File: src/rtl/mem_burst_rd_master.sv
// mem_burst_rd_master
//   Burst read engine for the 16-byte memory request/response interface.
//   A command (base address, line count) is turned into consecutive 16B
//   read requests. At most MAX_OUTSTANDING requests are in flight at once.
//   Responses pass straight through to the client port, in order.
//
// Ports
//   clk, rst                    clock, synchronous active-high reset
//   cmd_val/cmd_rdy             burst command handshake (cmd_addr, cmd_lines)
//   req_msg/req_val/req_rdy     request stream to memory
//   resp_msg/resp_val/resp_rdy  response stream from memory
//   out_data/out_last           line data to the client, last-line flag
//   out_val/out_rdy             client handshake
//   busy                        high while a burst is running
//   done                        one-cycle pulse when a burst completes
//   err                         one-cycle pulse after a response whose opaque
//                               tag does not match the expected sequence

package mem_16B_pkg;
  localparam logic [2:0] MEM_READ  = 3'd0;
  localparam logic [2:0] MEM_WRITE = 3'd1;

  typedef struct packed {
    logic [2:0]   type_;
    logic [7:0]   opaque;
    logic [1:0]   test;
    logic [31:0]  addr;
    logic [3:0]   len;
    logic [127:0] data;
  } mem_req_16B_t;

  typedef struct packed {
    logic [2:0]   type_;
    logic [7:0]   opaque;
    logic [1:0]   test;
    logic [3:0]   len;
    logic [127:0] data;
  } mem_resp_16B_t;
endpackage

module mem_burst_rd_master
  import mem_16B_pkg::*;
#(
  parameter int MAX_OUTSTANDING = 4,
  parameter int CNT_W           = 16
) (
  input  logic                 clk,
  input  logic                 rst,
  input  logic                 cmd_val,
  output logic                 cmd_rdy,
  input  logic [31:0]          cmd_addr,
  input  logic [CNT_W-1:0]     cmd_lines,
  output mem_req_16B_t         req_msg,
  output logic                 req_val,
  input  logic                 req_rdy,
  input  mem_resp_16B_t        resp_msg,
  input  logic                 resp_val,
  output logic                 resp_rdy,
  output logic [127:0]         out_data,
  output logic                 out_last,
  output logic                 out_val,
  input  logic                 out_rdy,
  output logic                 busy,
  output logic                 done,
  output logic                 err
);

  localparam int OW = $clog2(MAX_OUTSTANDING + 1);

  typedef enum logic {S_IDLE, S_RUN} state_t;

  state_t             r_state;
  state_t             w_state_next;
  logic [31:0]        r_base;
  logic [CNT_W-1:0]   r_total;
  logic [CNT_W-1:0]   r_issued;
  logic [CNT_W-1:0]   r_received;
  logic [OW-1:0]      r_outstanding;
  logic               r_done;
  logic               r_err;

  logic               w_cmd_hs;
  logic               w_req_hs;
  logic               w_resp_hs;
  logic               w_last;
  logic [31:0]        w_issued_ext;
  logic               w_unused;

  assign w_cmd_hs     = cmd_val && cmd_rdy;
  assign w_req_hs     = req_val && req_rdy;
  assign w_resp_hs    = resp_val && resp_rdy;
  assign w_last       = (r_received == r_total - CNT_W'(1));
  assign w_issued_ext = 32'(r_issued);

  // Fields that this initiator never looks at.
  assign w_unused = ^{cmd_addr[3:0], resp_msg.type_, resp_msg.test, resp_msg.len};

  // State register
  always_ff @(posedge clk) begin
    if (rst) begin
      r_state <= S_IDLE;
    end else begin
      r_state <= w_state_next;
    end
  end

  // Next-state logic; a zero-line command never leaves IDLE
  always_comb begin
    w_state_next = r_state;
    case (r_state)
      S_IDLE: if (w_cmd_hs && (cmd_lines != '0)) w_state_next = S_RUN;
      S_RUN:  if (w_resp_hs && w_last)           w_state_next = S_IDLE;
      default: w_state_next = S_IDLE;
    endcase
  end

  // Outputs; req_val is derived from registered state only so req_msg is
  // stable for as long as the memory holds off req_rdy.
  always_comb begin
    cmd_rdy  = (r_state == S_IDLE);
    busy     = (r_state == S_RUN);
    req_val  = (r_state == S_RUN) && (r_issued < r_total) &&
               (r_outstanding < OW'(MAX_OUTSTANDING));
    out_val  = resp_val && (r_state == S_RUN);
    resp_rdy = out_rdy && (r_state == S_RUN);
    out_data = resp_msg.data;
    out_last = w_last;
    done     = r_done;
    err      = r_err;

    req_msg        = '0;
    req_msg.type_  = MEM_READ;
    req_msg.opaque = r_issued[7:0];
    req_msg.addr   = r_base + {w_issued_ext[27:0], 4'h0};
  end

  // Burst bookkeeping
  always_ff @(posedge clk) begin
    if (rst) begin
      r_base        <= '0;
      r_total       <= '0;
      r_issued      <= '0;
      r_received    <= '0;
      r_outstanding <= '0;
      r_done        <= 1'b0;
      r_err         <= 1'b0;
    end else begin
      r_done <= (w_cmd_hs && (cmd_lines == '0)) || (w_resp_hs && w_last);
      r_err  <= w_resp_hs && (resp_msg.opaque != r_received[7:0]);

      if (w_cmd_hs) begin
        r_base        <= {cmd_addr[31:4], 4'h0};
        r_total       <= cmd_lines;
        r_issued      <= '0;
        r_received    <= '0;
        r_outstanding <= '0;
      end else begin
        if (w_req_hs)  r_issued   <= r_issued + CNT_W'(1);
        if (w_resp_hs) r_received <= r_received + CNT_W'(1);
        // Simultaneous request and response leave the count unchanged.
        case ({w_req_hs, w_resp_hs})
          2'b10:   r_outstanding <= r_outstanding + OW'(1);
          2'b01:   r_outstanding <= r_outstanding - OW'(1);
          default: r_outstanding <= r_outstanding;
        endcase
      end
    end
  end

endmodule

File: config.mk
export PLATFORM = sky130hd
export DESIGN_NAME = mem_burst_rd_master
export DESIGN_NICKNAME = d
export VERILOG_FILES = /design/src/rtl/mem_burst_rd_master.sv
export SDC_FILE = /design/constraint.sdc
export NUM_CORES = 1
export LEC_CHECK = 0
export BUFFER_PORTS_ARGS = -buffer_cell sky130_fd_sc_hd__buf_2
export CELL_PAD_IN_SITES_DETAIL_PLACEMENT = 0
export CELL_PAD_IN_SITES_GLOBAL_PLACEMENT = 1
export CORE_AREA = 2 2 197 199
export DETAILED_ROUTE_END_ITERATION = 8
export DIE_AREA = 0 0 199 201
export GPL_ROUTABILITY_DRIVEN = 1
export PLACE_DENSITY_LB_ADDON = 0.1
export SLEW_MARGIN = 0
export SYNTH_ARGS = -nofsm -noshare
export SYNTH_HDL_FRONTEND = slang
export SYNTH_SLANG_ARGS = --single-unit
File: constraint.sdc
create_clock -name clk -period 4.55 [get_ports clk]
set_input_delay 0.6825 -clock clk [delete_from_list [all_inputs] [get_ports clk]]
set_output_delay 0.6825 -clock clk [all_outputs]
set_load 0.05 [all_outputs]
# Yosys cells after proc, flatten, opt, wreduce, memory -nomap -nowiden

Cells that the tools add are included.

Bits in registers: 82
Output and inout port bits: 313
Logic and storage cells: 41

Add/sub/neg operators: 6
Magnitude comparators: 2
Eq/ne operators: 4
Mux-type cells: 4
Bitwise gates (word level): 1
Reductions and logical operators: 16

Operators with widths:

| cell                  | count |
|---|---|
| $add 16x1->16 const B | 2 |
| $add 32x20->32        | 1 |
| $eq 16x16->1          | 1 |
| $logic_not 16->1      | 1 |
| $lt 16x16->1          | 1 |
| $reduce_bool 16->1    | 1 |
| $sub 16x1->16 const B | 1 |
| $logic_and 1x1->1     | 11 |
| $ne 8x8->1            | 1 |
| $pmux 3 s2            | 1 |
| $add 3x1->3 const B   | 1 |
| $lt 3x3->1 const B    | 1 |
| $sub 3x1->3 const B   | 1 |
| $eq 2x1->1 const B    | 1 |
| $eq 2x2->1 const B    | 1 |
| $mux 1                | 2 |
| $pmux 1 s2            | 1 |
| $reduce_bool 2->1     | 1 |
| $reduce_or 2->1       | 1 |
| $logic_or 1x1->1      | 1 |
| $not 1->1             | 1 |

# Depth between registers and ports, before layout

Gate-level depths: netlist (run 1).

Depth after elaboration: 6
Depth in mapped cells: 16
Gate-level depth less buffers: 15

# Least setup slack after synthesis (run 1)

No wires, ideal clock.

Path kind: register to output
Start point: reg r_issued[4]
End point: out req_msg[161] (netlist bit)
Arrival time: 3043 ps
Slack: 825 ps
Cell stages (with the launch flop): 10
Path buffers: 1
Path through: dfxtp_1 > ha_1 > a21o_1 > a2111oi_0 > o31ai_1 > o31ai_1 > and3_1 > clkbuf_1 > nor3_1 > xnor2_1

RTL lines:

| what                   | RTL line | RTL |
|---|---|---|
| from (decl)            | 76       | `logic [CNT_W-1:0] r_issued;` |
| from (signal assigned) | 158      | `if (w_req_hs) r_issued <= r_issued + CNT_W'(1);` |
| to (decl)              | 53       | `output mem_req_16B_t req_msg,` |

==> flow_summary.ini, run 1 <==
[floorplan]
core_mm2 = 0.0381
die_w_um = 199
die-area_mm2 = 0.0400
row_count = 72
die_y_um = 201
start_util = 0.194
pin_count = 512

[detailed_routing]
highest_layer = met5
ant_nets = 0
wl_met1_um = 9860
dr_wl_met2_um = 10500
drc = 0
drtIter0Drc = 157
met3_length_um = 1320
wirelength_um = 22100
vias = 5447
post_drt_via_cell_ratio = 3.79
wl_per_cell_um = 15.4
drt_pass1_iterations = 4

[critical_path]
crit_path_top_delay_cell = o31ai_1
cp_cell_sequence = ha_1 -> a21o_1 -> a2111oi_0 -> o31ai_1 -> o31ai_1 -> and3_1 -> nor3b_1 -> xor2_1 -> buf_2
cpPeakStageDelay_ns = 0.47
critical_path_required_ns = 3.87
path_depth = 9
cp_max_fo = 6
path_common_cell = o31ai_1
rr_worst_depth = 17
crit_family = compound AO/OA/AOI/OAI gates
cp-end-kind = primary output
cp.arrival_ns = 3.38
start_kind = register
crit_type = register to primary output
crit_buf_inv = 1

[global_route]
gr-total-overflow = 0
grt_pass1_wl_um = 33100
grt_pass1_vias = 5351
grt_usage = 0.111
grt_max_degree = 48
grt_antenna_before_repair = 3

[timing]
rsz0062_at_grt = false
skew_ns = 0.00809
holdWs_ns = 0.459
fin_crit_ns = 4.06
worst_pin_slew_ns = 0.859
max_freq_mhz = 246
fin_crit_sh = 0.893
slew_headroom = 0.427
tns_ns = 0
hold_viol_final = 0
setup-violations-final = 0
drv_slew = 0

[clock_tree]
postCtsHoldBufs = 0
htreeDepth = 3
clkSlewWorstSetupHoldPaths_ns = 0.07
post-cts-setup-buffers = 0
cts_resized = 0
cts_max_path_buffers = 2
worstSkewPairLatency_ns = 0.35
root_buffer = clkbuf_16
cts_num_sinks = 82
cts_tree = built
cts_buffers = 9

[synth]
yosysWarnings = 0
async_flop_share = 0
netlist_instances = 961
synth_area_leaders = buf_4 (28%), dfxtp_1 (22%), nand2_1 (6.0%)
netlist-cell-type-count = 63
synth_area_per_cell_um2 = 7.69
synth_ff_type = dfxtp_1
synth_edf_count = 0
synth_seq_area_share = 0.222
yosysTopAreaCell = buf_4
syn_area_mm2 = 0.00739
synth_commonest_cells = buf_4 (277), nand2_1 (118), dfxtp_1 (82)
synth_top_area_frac = 0.281
synth_most_common_cell = buf_4
ys_seq_elements = 82

[cells_and_area]
area_growth_pct = -1.35
drive_gt1_frac = 0.155
antenna_cells = 0
nets = 1151

[placement]
gp_congestion = 0.696
dp_hpwl_um = 17300
io_buffers = 101

[worst_hold_path]
hold_depth = 2
hold_class = register to register

[status]
run_status = completed

[pwr]
finalPower_mw = 2.28
ir_worst_vdd_v = 0.000172
leakagePower_nw = 3.29
p_per_area_mw_per_mm2 = 313

[flow_run]
maxCapViolCount = 0
## metal layers
metal  vias up  global-route usage
li1       2695                   -
met1      2520               0.137
met2       190               0.183
met3        38              0.0344
met4         4              0.0341
met5         -                   0
## worst paths after layout
path / startpoint / end / slack [ns]
worst min register to register: r_base[8]$_SDFFE_PP0P_ / r_base[8]$_SDFFE_PP0P_ / 0.46
worst min-delay path: r_base[8]$_SDFFE_PP0P_ / r_base[8]$_SDFFE_PP0P_ / 0.46
worst max register to register: r_total[13]$_SDFFE_PP0P_ / r_outstanding[2]$_SDFFE_PP0P_ / 1.18
worst max-delay path: r_issued[1]$_SDFFE_PP0P_ / req_msg[153] / 0.49
## area by class of cell
class	count	area [um2]
clock buffer	10	229
clock inverter	6	105
fill	4373	30800
inverter	34	128
multi-input combinational	673	3930
sequential	82	1640
tap	518	648
timing repair buffer	115	611
## cell usage in the layout, fill, tap and decap left out, types with 3 or more instances in the layout
cell and count:
conb_1 141, nand2_1 118, buf_2 101, dfxtp_1 82
a21oi_1 74, nor2_1 51, xor2_1 42, ha_1 35
inv_1 33, xnor2_1 32, a21o_1 16, nand4_1 15
nand3_1 14, buf_4 14, nor4_1 13, o21ai_0 9
and3_1 9, clkbuf_16 9, and4_1 7, a211oi_1 7
nand2b_1 7, nor3_1 7, o211ai_1 6, o21a_1 5
nor2b_1 5, or3_1 4, o31ai_1 4, a31o_1 4
and2_1 3, o21ai_1 3, clkinv_2 3, bufinv_16 3
## flip-flops by register name, indices dropped and copies added, names as in the netlist
register and count:
busy 1, done 1, err 1, r_base 28, r_issued 16, r_outstanding 3, r_received 16, r_total 16
## worst register-to-register path, delay by kind of cell, from the launching register on
family          cells  cell delay [ns]
fa+ha+maj           3             0.70
flops               1             0.50
compound gates      5             1.05
simple gates        2             0.12
xor+xnor            2             0.30
buf+inv             5             0.57
## cell families (layout without fill, tap and decap cells)
family / count (synthesis) / in the layout / synth area share
other: 1 / 141 / 0.000508
flip-flops: 82 / 82 / 0.222
AO/OA/AOI/OAI: 155 / 155 / 0.135
XOR/XNOR: 74 / 74 / 0.0877
multiplexers: 1 / 1 / 0.00135
AND/OR/NAND/NOR: 265 / 265 / 0.170
buffers and inverters: 346 / 165 / 0.319
adder cells (fa/ha/maj): 37 / 37 / 0.0647
## stage by stage
stage | area [um2] | instances | setup slack, ns | util
floorplan | 7910 | 1101 | 0.825 | -
global placement | 6950 | 1422 | 0.796 | 0.182
detailed placement | 6950 | 1422 | 0.756 | 0.182
CTS | 7290 | 1438 | 0.345 | 0.191
global route | 7290 | 1438 | 0.0926 | 0.191
finish | 7290 | 1438 | 0.487 | 0.191
## report_power, final
part | leakage [nW] | switching [mW] | internal (mW)
Combinational | 2.46 | 0.503 | 0.126
Clock | 0.166 | 0.342 | 0.535
Sequential | 0.668 | 0.0337 | 0.744
No activity file was read; power rests on OpenSTA's default activity.
==> inputs of run 2 (changes only) <==
- BUFFER_PORTS_ARGS: -buffer_cell sky130_fd_sc_hd__buf_2 -> -buffer_cell sky130_fd_sc_hd__clkbuf_2
- CTS_CLUSTER_DIAMETER: unset -> 120
- GPL_ROUTABILITY_DRIVEN: 1 -> 0
==> flow_summary.ini, run 2 (synthesized netlist as in run 1, its figures left out) <==
[critical_path]
start_kind = register
rr_worst_depth = 16
cp.arrival_ns = 3.42
critical_path_required_ns = 3.87
cp-end-kind = primary output
cp_max_fo = 6
crit_type = register to primary output

[floorplan]
die_y_um = 201
core_mm2 = 0.0381
die-area_mm2 = 0.0400
die_w_um = 199
row_count = 72
start_util = 0.194
pin_count = 512

[global_route]
gr-total-overflow = 0
grt_usage = 0.110
grt_pass1_wl_um = 33200
grt_max_degree = 47
grt_antenna_before_repair = 0
grt_pass1_vias = 5278

[pwr]
p_per_area_mw_per_mm2 = 310
ir_worst_vdd_v = 0.000169
leakagePower_nw = 3.27

[flow_run]
maxCapViolCount = 0

[timing]
max_freq_mhz = 244
slew_headroom = 0.420
fin_crit_ns = 4.10
drv_slew = 0
fin_crit_sh = 0.902
skew_ns = 0.0126
worst_pin_slew_ns = 0.862
tns_ns = 0
rsz0062_at_grt = false
hold_viol_final = 0
setup-violations-final = 0

[clock_tree]
post-cts-setup-buffers = 0
cts_resized = 0
cts_buffers = 9
cts_num_sinks = 82
worstSkewPairLatency_ns = 0.35
root_buffer = clkbuf_16
postCtsHoldBufs = 0
cts_tree = built
htreeDepth = 3
cts_max_path_buffers = 2
clkSlewWorstSetupHoldPaths_ns = 0.06

[placement]
io_buffers = 101
dpl_cell_area_mm2 = 0.00696
dp_hpwl_um = 17300
place_inst = 1423

[cells_and_area]
fillers = 4432
antenna_cells = 0
instances_no_fill = 1438
seq_area_mm2 = 0.00164
drive_gt1_frac = 0.157
mostFrequentLayoutCell = conb_1
nets = 1152
layout_common_cells = conb_1 (141), nand2_1 (118), clkbuf_2 (101)
largest_reg_flops = 28
largest_register = r_base
multi_input_area_mm2 = 0.00393
design_area_mm2 = 0.00729
area_growth_pct = -1.37

[worst_hold_path]
hold_depth = 2
hold_class = register to register

[detailed_routing]
wl_per_cell_um = 15.3
drc = 0
ant_nets = 0
vias = 5406
drtIter0Drc = 182
drt_pass1_iterations = 4
post_drt_via_cell_ratio = 3.76
wirelength_um = 22000

[status]
run_status = completed
-- run 2: changes by cell type in the layout (fill, tap and decap cells not counted), sizes merged --
cell	before	now
buf	115	15
clkbuf	10	111
clkinv	3	1
bufinv	3	2
inv	34	36
-- run 2: report_power, final --
part           switching, mW  internal (mW)  total (mW)
Combinational          0.501          0.125       0.626
Sequential            0.0345          0.743       0.778
Clock                  0.355          0.499       0.854
Total                  0.891           1.37        2.26
-- run 2: final cells by class --
type                       count  area share
sequential                    82       0.225
multi-input combinational    673       0.539
clock buffer                  10      0.0328
tap                          518      0.0889
timing repair buffer         116      0.0848
clock inverter                 5      0.0118
inverter                      34      0.0175
-- run 2: critical path, cell delays in order (launching register included) --
cell	delay (ns)
dfxtp_1	0.46
ha_1	0.28
a21o_1	0.19
a2111oi_0	0.47
o31ai_1	0.19
o31ai_1	0.48
and3_1	0.39
nor3b_1	0.10
xor2_1	0.20
clkbuf_2	0.31
-- run 2: worst paths after layout --
kind                       startpoint                            end  slack [ns]
min reg2reg   r_base[19]$_SDFFE_PP0P_        r_base[19]$_SDFFE_PP0P_        0.46
max          r_issued[1]$_SDFFE_PP0P_                   req_msg[153]        0.45
min           r_base[19]$_SDFFE_PP0P_        r_base[19]$_SDFFE_PP0P_        0.46
max reg2reg  r_total[13]$_SDFFE_PP0P_  r_outstanding[1]$_SDFFE_PP0P_        1.20
-- run 2: through the flow --
step	setup slack (ns)	hold slack (ns)	utilization	power, mW
global placement	0.753	0.455	0.183	1.44
floorplan	0.825	0.440	-	1.69
finish	0.447	0.460	0.191	2.26
detailed placement	0.734	0.455	0.183	1.43
CTS	0.320	0.465	0.191	2.31
global route	0.0719	0.486	0.191	2.38
-- run 2: routing by layer --
layer,track usage,vias to the layer above,wire (um)
met3,0.0292,43,1290
met4,0.0365,0,436
met2,0.181,193,10400
li1,-,2700,-
met1,0.139,2470,9940
met5,0,-,0
==> inputs of run 3 (changes only) <==
- MAX_ROUTING_LAYER: unset -> met4
==> flow_summary.ini, run 3 (synthesized netlist as in run 1, its figures left out) <==
[clock_tree]
post-cts-setup-buffers = 0
root_buffer = clkbuf_16
cts_resized = 0
postCtsHoldBufs = 0
htreeDepth = 3
cts_tree = built
cts_buffers = 9
clkSlewWorstSetupHoldPaths_ns = 0.06
cts_max_path_buffers = 2
cts_num_sinks = 82
worstSkewPairLatency_ns = 0.35

[cells_and_area]
design_area_mm2 = 0.00729
largest_reg_flops = 28
drive_gt1_frac = 0.157
area_growth_pct = -1.37
post-route-util = 0.191
antenna_cells = 0
mostFrequentLayoutCell = conb_1
layout_common_cells = conb_1 (141), nand2_1 (118), clkbuf_2 (101)
largest_register = r_base
nets = 1152

[placement]
dp_hpwl_um = 17300
io_buffers = 101
pre_cts_slack_ns = 0.734
dpl_cell_area_mm2 = 0.00696

[timing]
skew_ns = 0.0128
fin_crit_ns = 4.10
setup_ws_ns = 0.451
max_freq_mhz = 244
drv_slew = 0
fin_crit_sh = 0.901
tns_ns = 0
worst_pin_slew_ns = 0.862
rsz0062_at_grt = false
hold_viol_final = 0
setup-violations-final = 0
slew_headroom = 0.421

[pwr]
swShare = 0.394
leakagePower_nw = 3.27
ir_worst_vdd_v = 0.000167
p_switching_mw = 0.888
p_comb_frac = 0.278
clkPwrFrac = 0.377
seqPwrFrac = 0.345
internal-power_mw = 1.37
finalPower_mw = 2.26
p_per_area_mw_per_mm2 = 310

[critical_path]
path_common_cell = o31ai_1
start_kind = register
crit_buf_inv = 1
critical_path_required_ns = 3.87
cpPeakStageDelay_ns = 0.48
cp.arrival_ns = 3.42
cp-end-kind = primary output
crit_path_start = r_issued[1]$_SDFFE_PP0P_
crit_path_top_delay_cell = o31ai_1
crit_type = register to primary output
cp_max_fo = 6
ff2ff_setup_slack_ns = 1.20
r2r_start = r_total[13]$_SDFFE_PP0P_
cp_cell_sequence = ha_1 -> a21o_1 -> a2111oi_0 -> o31ai_1 -> o31ai_1 -> and3_1 -> nor3b_1 -> xor2_1 -> clkbuf_2
crit_family = compound AO/OA/AOI/OAI gates

[flow_run]
maxCapViolCount = 0

[detailed_routing]
wl_per_cell_um = 15.3
post_drt_via_cell_ratio = 3.76
drtIter0Drc = 182
ant_nets = 0
vias = 5404
drc = 0
drt_pass1_iterations = 4
wirelength_um = 22100

[floorplan]
die_w_um = 199
die_y_um = 201
core_mm2 = 0.0381
pin_count = 512
row_count = 72
start_util = 0.194
die-area_mm2 = 0.0400

[global_route]
grt_pass1_vias = 5286
gr-total-overflow = 0
grt_antenna_before_repair = 0
grt_pass1_wl_um = 33200
grt_usage = 0.113
grt_max_degree = 47

[worst_hold_path]
hold_class = register to register
hold_start = r_base[19]$_SDFFE_PP0P_

[status]
run_status = completed
-- run 3: cell type report --
| cell class | count | area (um2) |
|---|---|---|
| clock buffers | 10 | 239 |
| clock inverters | 5 | 86.3 |
| fillers | 4432 | 30800 |
| inverters | 34 | 128 |
| multi-input cells | 673 | 3930 |
| flip-flops and latches | 82 | 1640 |
| well taps | 518 | 648 |
| repair buffers | 116 | 618 |
-- run 3: worst paths after layout --
kind	depth (start not counted)	endpoint
min	2	r_base[19]$_SDFFE_PP0P_
max reg2reg	16	r_outstanding[1]$_SDFFE_PP0P_
min reg2reg	2	r_base[19]$_SDFFE_PP0P_
max	9	req_msg[153]
-- run 3: per-stage QoR --
step,instances,hold WS [ns]
finish,1438,0.459
global route,1438,0.486
CTS,1438,0.465
detailed placement,1423,0.455
global placement,1423,0.455
floorplan,1101,0.440
-- run 3: routing by layer --
layer  wire (um)  share of wire  track usage  vias to the layer above
met1       10000           0.45        0.140                     2470
met4         358          0.016       0.0365                        0
li1            -              -            -                     2698
met3        1230          0.056       0.0282                       39
met2       10500           0.47        0.180                      197
met5           0              0            -                        -
-- run 3: worst min-delay path: stages, from the launching register on --
cell,delay [ns]
dfxtp_1,0.31
nand2_1,0.05
a21oi_1,0.05
-- run 3: power groups by stage --
| stage | combinational, mW | clock (mW) | sequential (mW) |
|---|---|---|---|
| floorplan | 0.911 | 0 | 0.781 |
| finish | 0.626 | 0.851 | 0.778 |
| detailed placement | 0.633 | 0 | 0.797 |
| CTS | 0.635 | 0.898 | 0.780 |
| global route | 0.675 | 0.926 | 0.784 |
| global placement | 0.639 | 0 | 0.797 |
